--- src/rtl/fpga_debug_monitor_pkg.sv ---
// Shared constants and helpers for the FPGA debug monitor.
package fpga_debug_monitor_pkg;

    localparam logic [1:0] MODE_HALT = 2'b00;
    localparam logic [1:0] MODE_RUN  = 2'b01;
    localparam logic [1:0] MODE_STEP = 2'b10;

    // Select-register width; a single-entry range still needs one bit.
    function automatic int unsigned clog2_min1(input int unsigned n);
        return (n > 1) ? $clog2(n) : 1;
    endfunction

endpackage

--- src/rtl/fpga_debug_monitor_btn_conditioner.sv ---
// Push-button conditioner: 2-flop synchroniser, counting debouncer and
// rising-edge detector producing a one-cycle press pulse.
module btn_conditioner
    import fpga_debug_monitor_pkg::*;
#(
    parameter int unsigned DEB_CYCLES = 65535
) (
    input  logic clk,
    input  logic rst,
    input  logic i_btn,
    output logic o_press
);

    localparam int unsigned CNT_W = $clog2(DEB_CYCLES + 1);
    localparam logic [CNT_W-1:0] CNT_LAST = CNT_W'(DEB_CYCLES - 1);

    logic             r_sync1;
    logic             r_sync2;
    logic             r_stable;
    logic             r_stable_prev;
    logic [CNT_W-1:0] r_cnt;

    always_ff @(posedge clk) begin
        if (rst) begin
            r_sync1       <= 1'b0;
            r_sync2       <= 1'b0;
            r_stable      <= 1'b0;
            r_stable_prev <= 1'b0;
            r_cnt         <= '0;
        end else begin
            r_sync1       <= i_btn;
            r_sync2       <= r_sync1;
            r_stable_prev <= r_stable;
            // Any sample matching the accepted level restarts the run.
            if (r_sync2 != r_stable) begin
                if (r_cnt == CNT_LAST) begin
                    r_stable <= r_sync2;
                    r_cnt    <= '0;
                end else begin
                    r_cnt <= r_cnt + 1'b1;
                end
            end else begin
                r_cnt <= '0;
            end
        end
    end

    assign o_press = r_stable & ~r_stable_prev;

endmodule

--- src/rtl/fpga_debug_monitor.sv ---
// Debug monitor: clocks the core in HALT/RUN/STEP modes and shows one
// LED-sized slice of a selected observed register.
module fpga_debug_monitor
    import fpga_debug_monitor_pkg::*;
#(
    parameter  int unsigned DATA_W     = 32,
    parameter  int unsigned CHANNELS   = 10,
    parameter  int unsigned LED_W      = 8,
    parameter  int unsigned DIV_W      = 24,
    parameter  int unsigned DEB_CYCLES = 65535,
    localparam int unsigned PAGES      = DATA_W / LED_W,
    localparam int unsigned CHAN_W     = clog2_min1(CHANNELS),
    localparam int unsigned PAGE_W     = clog2_min1(PAGES)
) (
    input  logic                         clk,
    input  logic                         rst,
    input  logic [1:0]                   mode,
    input  logic [DIV_W-1:0]             div_val,
    input  logic                         step_btn,
    input  logic                         sel_btn,
    input  logic                         page_btn,
    input  logic [CHANNELS*DATA_W-1:0]   reg_bus,
    output logic                         cpu_en,
    output logic [CHAN_W-1:0]            chan_sel,
    output logic [PAGE_W-1:0]            page,
    output logic [LED_W-1:0]             led,
    output logic [DATA_W-1:0]            step_count
);

    localparam logic [CHAN_W-1:0] CHAN_LAST = CHAN_W'(CHANNELS - 1);
    localparam logic [PAGE_W-1:0] PAGE_LAST = PAGE_W'(PAGES - 1);

    logic              w_step_press;
    logic              w_sel_press;
    logic              w_page_press;
    logic              w_mode_change;
    logic              w_cpu_en_d;
    logic [DIV_W-1:0]  w_count_d;
    logic [CHAN_W-1:0] w_chan_sel_d;
    logic [PAGE_W-1:0] w_page_d;
    logic [DATA_W-1:0] w_chan_word;
    logic [LED_W-1:0]  w_led_slice;

    logic [1:0]        r_mode_prev;
    logic [DIV_W-1:0]  r_count;
    logic              r_cpu_en;
    logic [CHAN_W-1:0] r_chan_sel;
    logic [PAGE_W-1:0] r_page;
    logic [LED_W-1:0]  r_led;
    logic [DATA_W-1:0] r_step_count;

    btn_conditioner #(.DEB_CYCLES(DEB_CYCLES)) u_step_btn (
        .clk     (clk),
        .rst     (rst),
        .i_btn   (step_btn),
        .o_press (w_step_press)
    );

    btn_conditioner #(.DEB_CYCLES(DEB_CYCLES)) u_sel_btn (
        .clk     (clk),
        .rst     (rst),
        .i_btn   (sel_btn),
        .o_press (w_sel_press)
    );

    btn_conditioner #(.DEB_CYCLES(DEB_CYCLES)) u_page_btn (
        .clk     (clk),
        .rst     (rst),
        .i_btn   (page_btn),
        .o_press (w_page_press)
    );

    // Using >= lets a lowered div_val fire at once instead of wrapping.
    always_comb begin
        w_mode_change = (mode != r_mode_prev);
        w_count_d     = '0;
        w_cpu_en_d    = 1'b0;
        if (!w_mode_change) begin
            case (mode)
                MODE_RUN: begin
                    if (r_count >= div_val) begin
                        w_cpu_en_d = 1'b1;
                    end else begin
                        w_count_d = r_count + 1'b1;
                    end
                end
                MODE_STEP: w_cpu_en_d = w_step_press;
                default:   w_cpu_en_d = 1'b0;
            endcase
        end
    end

    always_comb begin
        w_chan_sel_d = r_chan_sel;
        w_page_d     = r_page;
        if (w_sel_press) begin
            w_chan_sel_d = (r_chan_sel == CHAN_LAST) ? '0 : r_chan_sel + 1'b1;
            w_page_d     = '0;
        end else if (w_page_press) begin
            w_page_d = (r_page == PAGE_LAST) ? '0 : r_page + 1'b1;
        end
    end

    always_comb begin
        w_chan_word = reg_bus[r_chan_sel * DATA_W +: DATA_W];
        w_led_slice = w_chan_word[r_page * LED_W +: LED_W];
    end

    always_ff @(posedge clk) begin
        if (rst) begin
            // Track mode through reset so a held mode is not seen as a change.
            r_mode_prev  <= mode;
            r_count      <= '0;
            r_cpu_en     <= 1'b0;
            r_chan_sel   <= '0;
            r_page       <= '0;
            r_led        <= '0;
            r_step_count <= '0;
        end else begin
            r_mode_prev  <= mode;
            r_count      <= w_count_d;
            r_cpu_en     <= w_cpu_en_d;
            r_chan_sel   <= w_chan_sel_d;
            r_page       <= w_page_d;
            r_led        <= w_led_slice;
            r_step_count <= r_step_count + DATA_W'(w_cpu_en_d);
        end
    end

    assign cpu_en     = r_cpu_en;
    assign chan_sel   = r_chan_sel;
    assign page       = r_page;
    assign led        = r_led;
    assign step_count = r_step_count;

endmodule

--- config.mk ---
export PLATFORM = sky130hd
export DESIGN_NAME = fpga_debug_monitor
export DESIGN_NICKNAME = d
export VERILOG_FILES = /design/src/rtl/fpga_debug_monitor_pkg.sv /design/src/rtl/fpga_debug_monitor_btn_conditioner.sv /design/src/rtl/fpga_debug_monitor.sv
export SDC_FILE = /design/constraint.sdc
export NUM_CORES = 1
export LEC_CHECK = 0
export ABC_CLOCK_PERIOD_IN_PS = 3500
export CELL_PAD_IN_SITES_DETAIL_PLACEMENT = 0
export CELL_PAD_IN_SITES_GLOBAL_PLACEMENT = 1
export CORE_AREA = 2 2 171 173
export CTS_CLUSTER_DIAMETER = 40
export DETAILED_ROUTE_END_ITERATION = 12
export DIE_AREA = 0 0 173 175
export PLACE_DENSITY_LB_ADDON = 0.08
export SLEW_MARGIN = 20
export SYNTH_ARGS = -nofsm -noshare
export SYNTH_HDL_FRONTEND = slang
export SYNTH_SLANG_ARGS = --single-unit
--- constraint.sdc ---
create_clock -name clk -period 3.5 [get_ports clk]
set_input_delay 0.35 -clock clk [delete_from_list [all_inputs] [get_ports clk]]
set_output_delay 0.35 -clock clk [all_outputs]
set_load 0.05 [all_outputs]
* Word level (Yosys, flattened, before mapping)
Cells that the tools add are included.
** Storage, ports and cells
- Input port bits :: 351
- Output and inout port bits :: 47
- Register bits after elaboration :: 133
** Cells by class
- Equal/unequal tests :: 11
- Mux-type cells :: 5
- Order comparisons :: 1
- Bitwise operators :: 10
- $add $sub $neg :: 7
- Shift-type cells :: 2
- Reduce and logical (&&, ||, !) cells :: 8
** Operator list (count)
- $shiftx 320x10->32 :: 1
- $add 16x1->16 const B :: 3
- $eq 16x16->1 const B :: 3
- $add 32x1->32 :: 1
- $shiftx 32x6->8 :: 1
- $add 24x1->24 const B :: 1
- $ge 24x24->1 :: 1
- $reduce_or 3->1 :: 3
- $not 1->1 :: 7
- $reduce_and 2->1 :: 3
- $add 4x1->4 const B :: 1
- $eq 2x2->1 const B :: 2
- $eq 4x4->1 const B :: 1
- $mux 4 :: 1
- $reduce_or 4->1 :: 1
- $and 1x1->1 :: 3
- $ne 1x1->1 :: 3
- $add 2x1->2 const B :: 1
- $eq 2x1->1 const B :: 1
- $mux 1 :: 2
- $mux 2 :: 1
- $ne 2x2->1 :: 1
- $pmux 1 s2 :: 1
- $reduce_or 2->1 :: 1

* Longest topological paths before layout
- Word-level depth :: 5
- Gate-level depth with buffers :: 16
- Gate-level depth less buffers :: 16

* Modules after synthesis
A second synthesis with hierarchy kept.
** Unflattened totals
- Cells, all modules :: 893
- Area, all modules :: 8878.5 um^2
** Modules (own cells, without submodules)
- fpga_debug_monitor :: area each 6247.2 um^2, instances 1, cells each 620, sequential area each 1461.4 um^2
- btn_conditioner :: area each 877.1 um^2, instances 3, cells each 91, sequential area each 400.4 um^2

* Least setup slack after synthesis
No wires, ideal clock.
- Path type :: input to register
- From :: in div_val[21]
- To :: reg r_step_count[16], in the netlist step_count[16]
- Library setup time :: 0.071 ns
- Setup slack :: 0.248 ns
- Path buffers :: 0
- Required time :: 3.429 ns
- Arrival time :: 3.181 ns
- Stages on the path :: 15
- Cell sequence :: inv_1 ha_1 nand4_1 nor4_1 nand4_1 a31oi_1 o31ai_1 a211oi_1 ha_1 ha_1 and2_1 and3_1 nand4_1 or3_1 a21oi_1
** On the way
- Longest elaborated chain between the ends :: 5
** RTL lines
- from (decl) :: RTL line fpga_debug_monitor.sv:18 : input logic [DIV_W-1:0] div_val,
- $ge 24x24->1 :: RTL line fpga_debug_monitor.sv:81 : if (r_count >= div_val) begin
- $mux 1 :: RTL line fpga_debug_monitor.sv:81
- $pmux 1 s2 :: RTL line fpga_debug_monitor.sv:79 : case (mode)
- $mux 1 :: RTL line fpga_debug_monitor.sv:78 : if (!w_mode_change) begin
- named net w_cpu_en_d :: RTL line fpga_debug_monitor.sv:37 : logic w_cpu_en_d;
- $add 32x1->32 :: RTL line fpga_debug_monitor.sv:126 : r_step_count <= r_step_count + DATA_W'(w_cpu_en_d);
- to (signal assigned) :: RTL line fpga_debug_monitor.sv:126
- to (decl) :: RTL line fpga_debug_monitor.sv:50 : logic [DATA_W-1:0] r_step_count;
The timed path passes the listed nets, and every way through them passes these cells.
A chain may end at the register's enable or synchronous reset.

* Worst setup path in the final report
- From :: in div_val[21]
- To :: reg r_step_count[20], in the netlist step_count[20]
The elaborated chain is that of the path after synthesis.

==> reports/metrics.cfg <==
[cts]
h-tree-depth=4
cts_tree=yes
worst_skew_pair.late_latency_ns=0.42
clkTransAtPathRegs_ns=0.06
cts_buffers=17
clkSinkCount=133
clock_path_buffers=2
cts_hold_buffers=0
cts_root_buffer=clkbuf_16

[final_layout]
final.fill_count=2713
layout_common_cells=clkdlybuf4s50_1, nor2_1, dfxtp_1
final_area_um2=13730
fin_util=0.4834
drive_gt1_frac=0.1309
areaGrowthSynthToFinish_pct=63.03
final_cells=1695
nets=1681
final_common_cell=clkdlybuf4s50_1

[worst_setup_path]
rrSetupSlack_ns=0.19
crit_type=input pin to flop
cp-end-kind=flop
required_ns=3.84
critPathLaunchType=input pin
crit_fanout=6
crit_arrival_ns=3.68

[route]
viasPerCell=4.954
wl_per_cell_um=21.52
drt_iter0_drc=517
antenna_violating_nets_post_route=0
vias=8397
wl_um=36480
drt-pass1-iter-count=5
drc_errors=0

[power_and_ir_drop]
ir_drop_v=0.0002808
power.leakage_nw=4.808
power_density_nw_per_um2=282.7

[synth]
yosysTopAreaCellShare=0.3162
synth_area_leaders=dfxtp_1, mux4_2, nor2_1
async_flop_share=0
seq_area_frac_synth=0.3162
yosysTopAreaCell=dfxtp_1
synthDistinctLibCells=45
synth-edff-count=0
synthCells=877
netlist_area_um2=8419
synthFlopType=dfxtp_1
yosysWarningCount=0
synth_area_per_cell_um2=9.600
yosys_register_bits=133
synth_fp_nets=1264

[sta]
period_share=0.9544
setup_viol=0
tightest_slew_ns=0.8981
hold_violations=0
min_period_ns=3.340
maxSlewHeadroom=0.4006
fmax_ghz=0.2994
skew_ns=0.008920
rsz0062_at_grt=yes
drv_slew=0

[hold_path]
hold_class=input pin to flop

[floorplan]
chipWidth_um=173
dieArea_um2=30280
die_h_um=175
num_rows=62
core_um2=28390
start_util=0.2965
io_pins=398

[grt]
grt_max_degree=57
grt_usage=0.2338
grt_pass1_vias=8126
grt_pass1_wl_um=53010
antenna_found_initial=7
gr-total-overflow=0

[outcome]
status=finished clean

[placement]
gp_congestion=0.8542
hpwl_um=29820
place_inst=1656
place_area_um2=13000
port_buffers=397

[job]
maxCapViolations=0

-- layer usage --
| metal | vias up | global-route usage | wire length (um) |
|---|---|---|---|
| met2 | 288 | 0.3630 | 16620 |
| met5 | - | 0 | 13 |
| met1 | 4039 | 0.3117 | 16400 |
| met3 | 27 | 0.07659 | 2887 |
| met4 | 2 | 0.06391 | 561 |
| li1 | 4041 | - | - |
-- state kept, by name, summed over array words and instances, names as in the netlist, 2 cells and up --
name / flops
u_step_btn.r_cnt: 16
u_sel_btn.r_cnt: 16
step_count: 32
led: 8
u_page_btn.r_cnt: 16
chan_sel: 4
r_count: 24
page: 2
r_mode_prev: 2
-- cell type report --
cell class	instances	area (um^2)	area share
antenna	5	12.51	0.0009116
clock buffer	23	498.0	0.03628
clock inverter	8	72.57	0.005287
inverter	38	142.6	0.01039
multi-input combinational	658	5487	0.3997
sequential	133	2674	0.1948
tap	384	480.5	0.03500
timing repair buffer	446	4359	0.3176
-- kinds of logic (layout without fill, tap and decap cells) --
| kind of cell | Yosys count | after routing | synth area share |
|---|---|---|---|
| buffers and inverters | 86 | 515 | 0.04443 |
| xor gates and xnor gates | 92 | 92 | 0.09570 |
| DFF | 133 | 133 | 0.3162 |
| and+or+nand+nor | 315 | 315 | 0.1794 |
| muxes | 101 | 101 | 0.2152 |
| adders and majority gates | 36 | 36 | 0.05350 |
| other | 0 | 5 | 0 |
| AOI/OAI and AO/OA | 114 | 114 | 0.09556 |
-- critical path, cell delays in order --
cell,delay (ns)
clkdlybuf4s50_1,0.46
inv_1,0.04
ha_1,0.29
nand4_1,0.12
buf_4,0.16
o311ai_1,0.47
o31ai_2,0.14
a211oi_2,0.25
ha_2,0.24
ha_4,0.13
and2_4,0.13
and3_4,0.18
nand4_1,0.19
or3_1,0.40
a21oi_1,0.12
-- through the flow --
stage / hold slack, ns / setup TNS (ns) / worst slack (ns) / power (W)
floorplan: 0.3777 / 0 / 0.2484 / 0.001709
global placement: 0.4220 / -6.887 / -0.4719 / 0.002168
detailed placement: 0.4330 / -7.923 / -0.5417 / 0.002171
CTS: 0.3864 / 0 / 0.007902 / 0.003929
global route: 0.4309 / -0.3168 / -0.07733 / 0.004026
finish: 0.3868 / 0 / 0.1595 / 0.003881
-- synth_stat cells (all sizes together), types with 10 or more instances --
library cell / instances
o32ai: 16
xnor2: 38
inv: 38
dfxtp: 133
nand3: 48
o21ai: 29
xor2: 54
clkbuf: 27
or3: 15
a221oi: 16
a22o: 16
nand4: 24
mux2i: 37
ha: 36
nand2: 36
mux4: 64
and4: 10
nor2: 133
buf: 21
nor3: 11
and3: 11
nor2b: 17
a21oi: 17
-- worst paths after layout --
kind                 startpoint            endpoint  cells past startpoint
max                 div_val[21]      step_count[20]                     15
min                         rst         r_count[17]                      4
max reg2reg         r_count[17]      step_count[20]                     15
min reg2reg  u_step_btn.r_sync1  u_step_btn.r_sync2                      1
-- report_power, final --
part           leakage (nW)  internal, W  switching, W
Combinational          3.44     0.000437      0.000179
Clock                 0.285      0.00106      0.000672
Sequential             1.08      0.00152    0.00000425
Total                  4.81      0.00303      0.000855
-- timing repair --
action                                  in CTS  in global routing
endpoints found under the setup margin       8                 22
pin swaps                                    6                 13
endpoints found under the hold margin        0                  0
gates resized for setup                      4                 23
setup buffers                                3                  0
Power figures use the tool's default switching activity.
